**config.mk**
```make
export PLATFORM = sky130hd
export DESIGN_NAME = lsu_mem_ctrl
export DESIGN_NICKNAME = d
export VERILOG_FILES = /design/src/rtl/lsu_mem_ctrl.sv
export SDC_FILE = /design/constraint.sdc
export NUM_CORES = 1
export LEC_CHECK = 0
export ABC_CLOCK_PERIOD_IN_PS = 4700
export CORE_MARGIN = 2
export CORE_UTILIZATION = 59
export DETAILED_ROUTE_END_ITERATION = 7
export PLACE_DENSITY = 0.95
export SLEW_MARGIN = 20
export SYNTH_ARGS = -nofsm -noshare
export SYNTH_HDL_FRONTEND = slang
export SYNTH_SLANG_ARGS = --single-unit
```
**constraint.sdc**
```tcl
create_clock -name clk -period 4.7 [get_ports clk]
set_input_delay 0.94 -clock clk [delete_from_list [all_inputs] [get_ports clk]]
set_output_delay 0.94 -clock clk [all_outputs]
set_load 0.01 [all_outputs]
```
**src/rtl/lsu_mem_ctrl.sv**
```systemverilog
`default_nettype none
// ============================================================================
// Module   : lsu_mem_ctrl
// Purpose  : Sequential load/store controller between the EXU and a
//            handshaked memory port. Accepts one request at a time, builds
//            byte-lane masks and lane-shifted write data, splits accesses
//            that cross a bus word into two beats, and aligns and extends
//            read data. Illegal size codes get an error response without
//            any memory traffic.
// Ports    : clk, rst_n                    - clock, async active-low reset
//            req_valid/req_ready/req_we/req_addr/req_type/req_wdata
//                                          - request from the EXU
//            mem_valid/mem_ready/mem_we/mem_addr/mem_wdata/mem_wmask
//                                          - memory beat request
//            mem_rvalid/mem_rdata          - per-beat response / write ack
//            resp_valid/resp_ready/resp_rdata/resp_err
//                                          - response to the EXU
// Revision : 1.0 - initial release
// ============================================================================
module lsu_mem_ctrl #(
    parameter int XLEN      = 64,
    parameter int ADDR_W    = 64,
    parameter int BUS_BYTES = 8
) (
    input  logic                   clk,
    input  logic                   rst_n,
    input  logic                   req_valid,
    output logic                   req_ready,
    input  logic                   req_we,
    input  logic [ADDR_W-1:0]      req_addr,
    input  logic [2:0]             req_type,
    input  logic [XLEN-1:0]        req_wdata,
    output logic                   mem_valid,
    input  logic                   mem_ready,
    output logic                   mem_we,
    output logic [ADDR_W-1:0]      mem_addr,
    output logic [8*BUS_BYTES-1:0] mem_wdata,
    output logic [BUS_BYTES-1:0]   mem_wmask,
    input  logic                   mem_rvalid,
    input  logic [8*BUS_BYTES-1:0] mem_rdata,
    output logic                   resp_valid,
    input  logic                   resp_ready,
    output logic [XLEN-1:0]        resp_rdata,
    output logic                   resp_err
);

    localparam int c_off_w  = $clog2(BUS_BYTES);
    localparam int c_bus_w  = 8 * BUS_BYTES;
    localparam int c_win_w  = 2 * c_bus_w;
    localparam int c_mask_w = 2 * BUS_BYTES;

    typedef enum logic [1:0] {
        S_IDLE  = 2'd0,
        S_ISSUE = 2'd1,
        S_WAIT  = 2'd2,
        S_RESP  = 2'd3
    } state_t;

    state_t                 r_state;
    logic                   r_req_ready;
    logic                   r_mem_valid;
    logic                   r_mem_we;
    logic [ADDR_W-1:0]      r_mem_addr;
    logic [c_bus_w-1:0]     r_mem_wdata;
    logic [BUS_BYTES-1:0]   r_mem_wmask;
    logic                   r_resp_valid;
    logic [XLEN-1:0]        r_resp_rdata;
    logic                   r_resp_err;

    // Latched request context
    logic                   r_we;
    logic [2:0]             r_type;
    logic [c_off_w-1:0]     r_off;
    logic                   r_split;
    logic                   r_beat;
    logic [ADDR_W-1:0]      r_base;
    logic [c_bus_w-1:0]     r_wdata_hi;
    logic [BUS_BYTES-1:0]   r_wmask_hi;
    logic [c_bus_w-1:0]     r_slot0;

    // Request decode (used only on the accepting cycle)
    logic                   w_accept;
    logic [c_off_w-1:0]     w_req_off;
    logic [4:0]             w_req_size;
    logic                   w_req_illegal;
    logic                   w_req_split;
    logic [ADDR_W-1:0]      w_req_base;
    logic [c_win_w-1:0]     w_win_data;
    logic [c_mask_w-1:0]    w_win_mask;

    // Load data alignment
    logic [c_win_w-1:0]     w_rd_window;
    logic [XLEN-1:0]        w_rd_raw;
    logic [7:0]             w_ext_sh;
    logic [XLEN-1:0]        w_rd_left;
    logic [XLEN-1:0]        w_rd_ext;

    assign w_accept      = req_valid & r_req_ready;
    assign w_req_off     = req_addr[c_off_w-1:0];
    assign w_req_size    = 5'd1 << req_type[1:0];
    assign w_req_illegal = (req_type == 3'b111) || (w_req_size > 5'(XLEN / 8));
    assign w_req_split   = (32'(w_req_off) + 32'(w_req_size)) > 32'(BUS_BYTES);
    assign w_req_base    = {req_addr[ADDR_W-1:c_off_w], {c_off_w{1'b0}}};

    // Two-word lane window: low half feeds beat 0, high half feeds beat 1.
    // Loads keep both data and mask at zero.
    assign w_win_data = req_we ? (c_win_w'(req_wdata) << {w_req_off, 3'b000}) : '0;
    assign w_win_mask = req_we ?
        (((c_mask_w'(1) << w_req_size) - c_mask_w'(1)) << w_req_off) : '0;

    // For a split load the current beat is the upper slot; otherwise the
    // upper slot is unused because the access fits in one word.
    assign w_rd_window = r_beat ? {mem_rdata, r_slot0} : {{c_bus_w{1'b0}}, mem_rdata};
    assign w_rd_raw    = XLEN'(w_rd_window >> {r_off, 3'b000});

    // Extension by pushing the access to the top of the word and shifting
    // back down, arithmetically for signed types. Shift of 0 is pass-through.
    assign w_ext_sh  = 8'(XLEN) - (8'd8 << r_type[1:0]);
    assign w_rd_left = w_rd_raw << w_ext_sh;
    assign w_rd_ext  = r_type[2] ? (w_rd_left >> w_ext_sh)
                                 : $unsigned($signed(w_rd_left) >>> w_ext_sh);

    always_ff @(posedge clk or negedge rst_n) begin
        if (!rst_n) begin
            r_state      <= S_IDLE;
            r_req_ready  <= 1'b1;
            r_mem_valid  <= 1'b0;
            r_mem_we     <= 1'b0;
            r_mem_addr   <= '0;
            r_mem_wdata  <= '0;
            r_mem_wmask  <= '0;
            r_resp_valid <= 1'b0;
            r_resp_rdata <= '0;
            r_resp_err   <= 1'b0;
            r_we         <= 1'b0;
            r_type       <= '0;
            r_off        <= '0;
            r_split      <= 1'b0;
            r_beat       <= 1'b0;
            r_base       <= '0;
            r_wdata_hi   <= '0;
            r_wmask_hi   <= '0;
            r_slot0      <= '0;
        end else begin
            case (r_state)
                S_IDLE: begin
                    if (w_accept) begin
                        r_req_ready <= 1'b0;
                        r_we        <= req_we;
                        r_type      <= req_type;
                        r_off       <= w_req_off;
                        r_split     <= w_req_split;
                        r_beat      <= 1'b0;
                        r_base      <= w_req_base;
                        r_wdata_hi  <= w_win_data[c_win_w-1:c_bus_w];
                        r_wmask_hi  <= w_win_mask[c_mask_w-1:BUS_BYTES];
                        if (w_req_illegal) begin
                            r_state      <= S_RESP;
                            r_resp_valid <= 1'b1;
                            r_resp_err   <= 1'b1;
                            r_resp_rdata <= '0;
                        end else begin
                            r_state     <= S_ISSUE;
                            r_mem_valid <= 1'b1;
                            r_mem_we    <= req_we;
                            r_mem_addr  <= w_req_base;
                            r_mem_wdata <= w_win_data[c_bus_w-1:0];
                            r_mem_wmask <= w_win_mask[BUS_BYTES-1:0];
                            r_resp_err  <= 1'b0;
                        end
                    end
                end
                S_ISSUE: begin
                    if (mem_ready) begin
                        r_mem_valid <= 1'b0;
                        r_state     <= S_WAIT;
                    end
                end
                S_WAIT: begin
                    if (mem_rvalid) begin
                        if (r_split && !r_beat) begin
                            r_slot0     <= mem_rdata;
                            r_beat      <= 1'b1;
                            r_state     <= S_ISSUE;
                            r_mem_valid <= 1'b1;
                            r_mem_addr  <= r_base + ADDR_W'(BUS_BYTES);
                            r_mem_wdata <= r_wdata_hi;
                            r_mem_wmask <= r_wmask_hi;
                        end else begin
                            r_state      <= S_RESP;
                            r_resp_valid <= 1'b1;
                            r_resp_err   <= 1'b0;
                            r_resp_rdata <= r_we ? '0 : w_rd_ext;
                        end
                    end
                end
                S_RESP: begin
                    if (resp_ready) begin
                        r_resp_valid <= 1'b0;
                        r_req_ready  <= 1'b1;
                        r_state      <= S_IDLE;
                    end
                end
                default: r_state <= S_IDLE;
            endcase
        end
    end

    assign req_ready  = r_req_ready;
    assign mem_valid  = r_mem_valid;
    assign mem_we     = r_mem_we;
    assign mem_addr   = r_mem_addr;
    assign mem_wdata  = r_mem_wdata;
    assign mem_wmask  = r_mem_wmask;
    assign resp_valid = r_resp_valid;
    assign resp_rdata = r_resp_rdata;
    assign resp_err   = r_resp_err;

endmodule
`default_nettype wire

```
==> reports/metrics.csv <==
stage,metric,value,unit
synth,synth.avg_cell_area,8.971,sq um
clocking,numCtsBuffers,44,
timing,max_freq,0.2866,GHz
synth,yosysSeqAreaShare,41.52,%
placement,dp_cells,3457,
power_and_ir_drop,power.leakage,0.01355,uW
clocking,holdBufCountCts,0,
timing,worst_slew_pin_slew,1.269,ns
clocking,cts_buffer_depth,3,
run,drv_cap,0,
global_routing,antenna_found_initial,7,
timing,report.final.slew_viol_count,0,
routing,wl_per_cell,25.61,um
setup_path,cp_max_fo,60,
die,die_h,206.7,um
die,core-area,0.04065,sq mm
power_and_ir_drop,ir_worst_vdd,265.1,uV
setup_path,cp-start-kind,flip-flop,
routing,wl,90670,um
global_routing,grt-ovfl-total,0,
timing,skew,0.01255,ns
routing,via_per_inst,6.739,
global_routing,grt_max_degree,111,
placement,gp_congestion,1.025,
die,fp.dieArea,0.04270,sq mm
power_and_ir_drop,p_per_area,264.1,mW/mm^2
routing,vias,23856,
finish,final_cells,3540,
global_routing,track_usage,42.33,%
setup_path,cp.required,5.19,ns
setup_path,end_kind,flip-flop,
synth,ys_types,74,
synth,netlist_area,0.02423,sq mm
synth,postSynthCellCount,2701,
timing,setup_viol,0,
die,io_pins,407,
timing,finalHoldViolCount,0,
synth,async_flop_share,100.0,%
finish,area_growth,23.39,%
die,die_x,206.7,um
synth,ys_seq_elements,402,
routing,route.detailed.drc,0,
timing,post-route-min-period,3.489,ns
finish,fin_nets,3183,
timing,maxSlewHeadroom,15.09,%
clocking,cts_root_buffer,clkbuf_16,
die,row_count,74,
die,initial_utilization,59.61,%
run_status,status,completed,
synth,synth-edff-count,0,
setup_path,critPathKind,flip-flop to flip-flop,
global_routing,grt_pass1_wl,137100,um
routing,drtPass1Iterations,6,
clocking,cts-resized-gates,0,
hold_path,hold_class,primary input to async pin,
placement,dp_hpwl,61950,um
routing,ant_nets,0,
setup_path,critPathArrivalTime,3.98,ns
finish,drive_gt1_share,9.218,%
synth,yosysWarnings,0,
placement,io_buffers,403,
timing,timing.final.crit_share,74.24,%
clocking,cts.sinks,402,
routing,drt_iter0_markers,3476,
clocking,htreeDepth,2,
synth,synth_ff_type,dfrtp_1,
clocking,clk_latency,0.58,ns
clocking,path_clk_slew,0.06,ns
global_routing,grt_pass1_vias,23358,
setup_path,r2r_slack,1.21,ns
clocking,tritoncts,done,
timing,rsz0062_at_grt,no,
timing,finalSetupTns,0,ns
clocking,post_cts_buffers,0,
[final cells by class]
type / instances / area [sq um]
multi-input cells: 2045 / 13070
fillers: 2815 / 10750
flip-flops and latches: 402 / 10070
repair buffers: 448 / 4467
clock buffers: 65 / 1341
well taps: 532 / 665.6
clock inverters: 15 / 160.2
inverters: 30 / 112.6
diodes: 3 / 7.507
[critical path, cell delays in order (launching register included)]
cell and delay, ns:
dfrtp_1 0.78, nand2b_2 0.26, buf_4 0.61, nand3_1 0.19, nor2_1 0.98, a221oi_1 0.33, o21ai_0 0.24
[cells in the final DEF (no fill, tap or decap), drive strengths merged, types with 11 or more instances in the layout]
cell type      instances
clkdlybuf4s50        399
xor2                  26
nand3                 45
buf                   49
clkbuf                65
and3                  20
o21ai                217
and2                  12
a221o                 22
o22ai                 37
a22oi                 26
mux2i                164
clkinv                11
mux4                  69
nor2b                 20
mux2                  56
nand4                 15
nor2                 214
xnor2                 29
nand2                651
nor3                  26
a211oi                31
dfrtp                401
inv                   30
o21a                  11
o221ai                12
a221oi                61
a22o                  25
a31oi                 14
a21oi                113
nand2b                12
[report_power, final]
group          leakage (uW)  switching (uW)  internal (uW)  total [uW]
clock network      0.000749            1490           2140        3630
logic               0.00730             436            350         787
registers           0.00550            7.47           3470        3480
total                0.0136            1940           5960        7900
[path summary, 6_finish.rpt]
path	from	end	depth (start not counted)
hold / removal	rst_n	r_slot0[43]	1
max in group asynchronous	rst_n	resp_rdata[30]	2
hold reg to reg	r_slot0[1]	r_slot0[1]	2
min in group clk	r_slot0[1]	r_slot0[1]	2
setup reg to reg	r_state[0]	mem_wdata[45]	6
setup / recovery	r_state[0]	mem_wdata[45]	6
[flip-flops by register name, summed over array words and instances, names as in the netlist, 2 cells and up]
register,count
mem_wdata,64
r_slot0,64
resp_rdata,64
mem_addr,61
r_base,61
r_wdata_hi,56
mem_wmask,8
r_wmask_hi,8
r_off,3
r_type,3
r_state,2
[per-layer routing]
layer / wire length (um) / global-route usage (%)
met1: 31740 / 52.72
met2: 41160 / 65.19
met3: 11670 / 13.19
met4: 6059 / 25.00
met5: 42 / 0
[cell families (layout without fill, tap and decap cells)]
logic type | count (synthesis) | count (layout) | share of synthesized area (%)
simple gates | 1056 | 1056 | 18.30
other cells | 1 | 6 | 0.01548
compound gates | 631 | 631 | 16.96
buf+inv | 256 | 558 | 4.833
xor+xnor | 55 | 55 | 1.988
fa+ha+maj | 11 | 11 | 0.5887
mux | 289 | 289 | 15.79
flops | 402 | 402 | 41.52
[Yosys cell counts, drive strengths merged (6+ instances only)]
master	count	area share (%)
nand3	45	0.93
inv	28	0.43
mux4	69	6.4
a22o	25	0.90
a221o	22	0.91
nor3	26	0.56
o221ai	12	0.43
mux2	56	2.6
nor2b	20	0.52
or3	8	0.21
and4	8	0.29
a22oi	26	0.81
o21a	11	0.34
a21o	7	0.22
a311oi	6	0.22
a21oi	113	2.3
ha	9	0.46
mux2i	164	6.8
nor2	214	3.3
a31oi	14	0.39
buf	90	2.3
o21ai	217	4.5
nand2	651	10
xnor2	29	1.0
a222oi	9	0.37
xor2	26	0.94
a2bb2oi	9	0.33
dfrtp	401	41
a211oi	31	0.96
nand4	15	0.39
nand2b	12	0.31
o22ai	37	0.96
clkbuf	136	2.1
nor4	10	0.38
a221oi	61	2.3
and3	20	0.52
and2	12	0.31
[through the flow]
stage | hold WS [ns] | cell area [sq um] | setup slack (ns) | utilization, % | power, uW
final | 0.4486 | 29900 | 1.211 | 73.55 | 7897
after global routing | 0.4996 | 29890 | 1.052 | 73.55 | 8095
after CTS | 0.4757 | 29880 | 1.323 | 73.50 | 7881
after detailed placement | 0.4656 | 28370 | 0.7164 | 69.81 | 4302
after global placement | 0.4570 | 28370 | 0.9021 | 69.81 | 4291
after floorplan | 0.4403 | 24240 | 1.479 | - | 3856
Power figures use the tool's default switching activity.
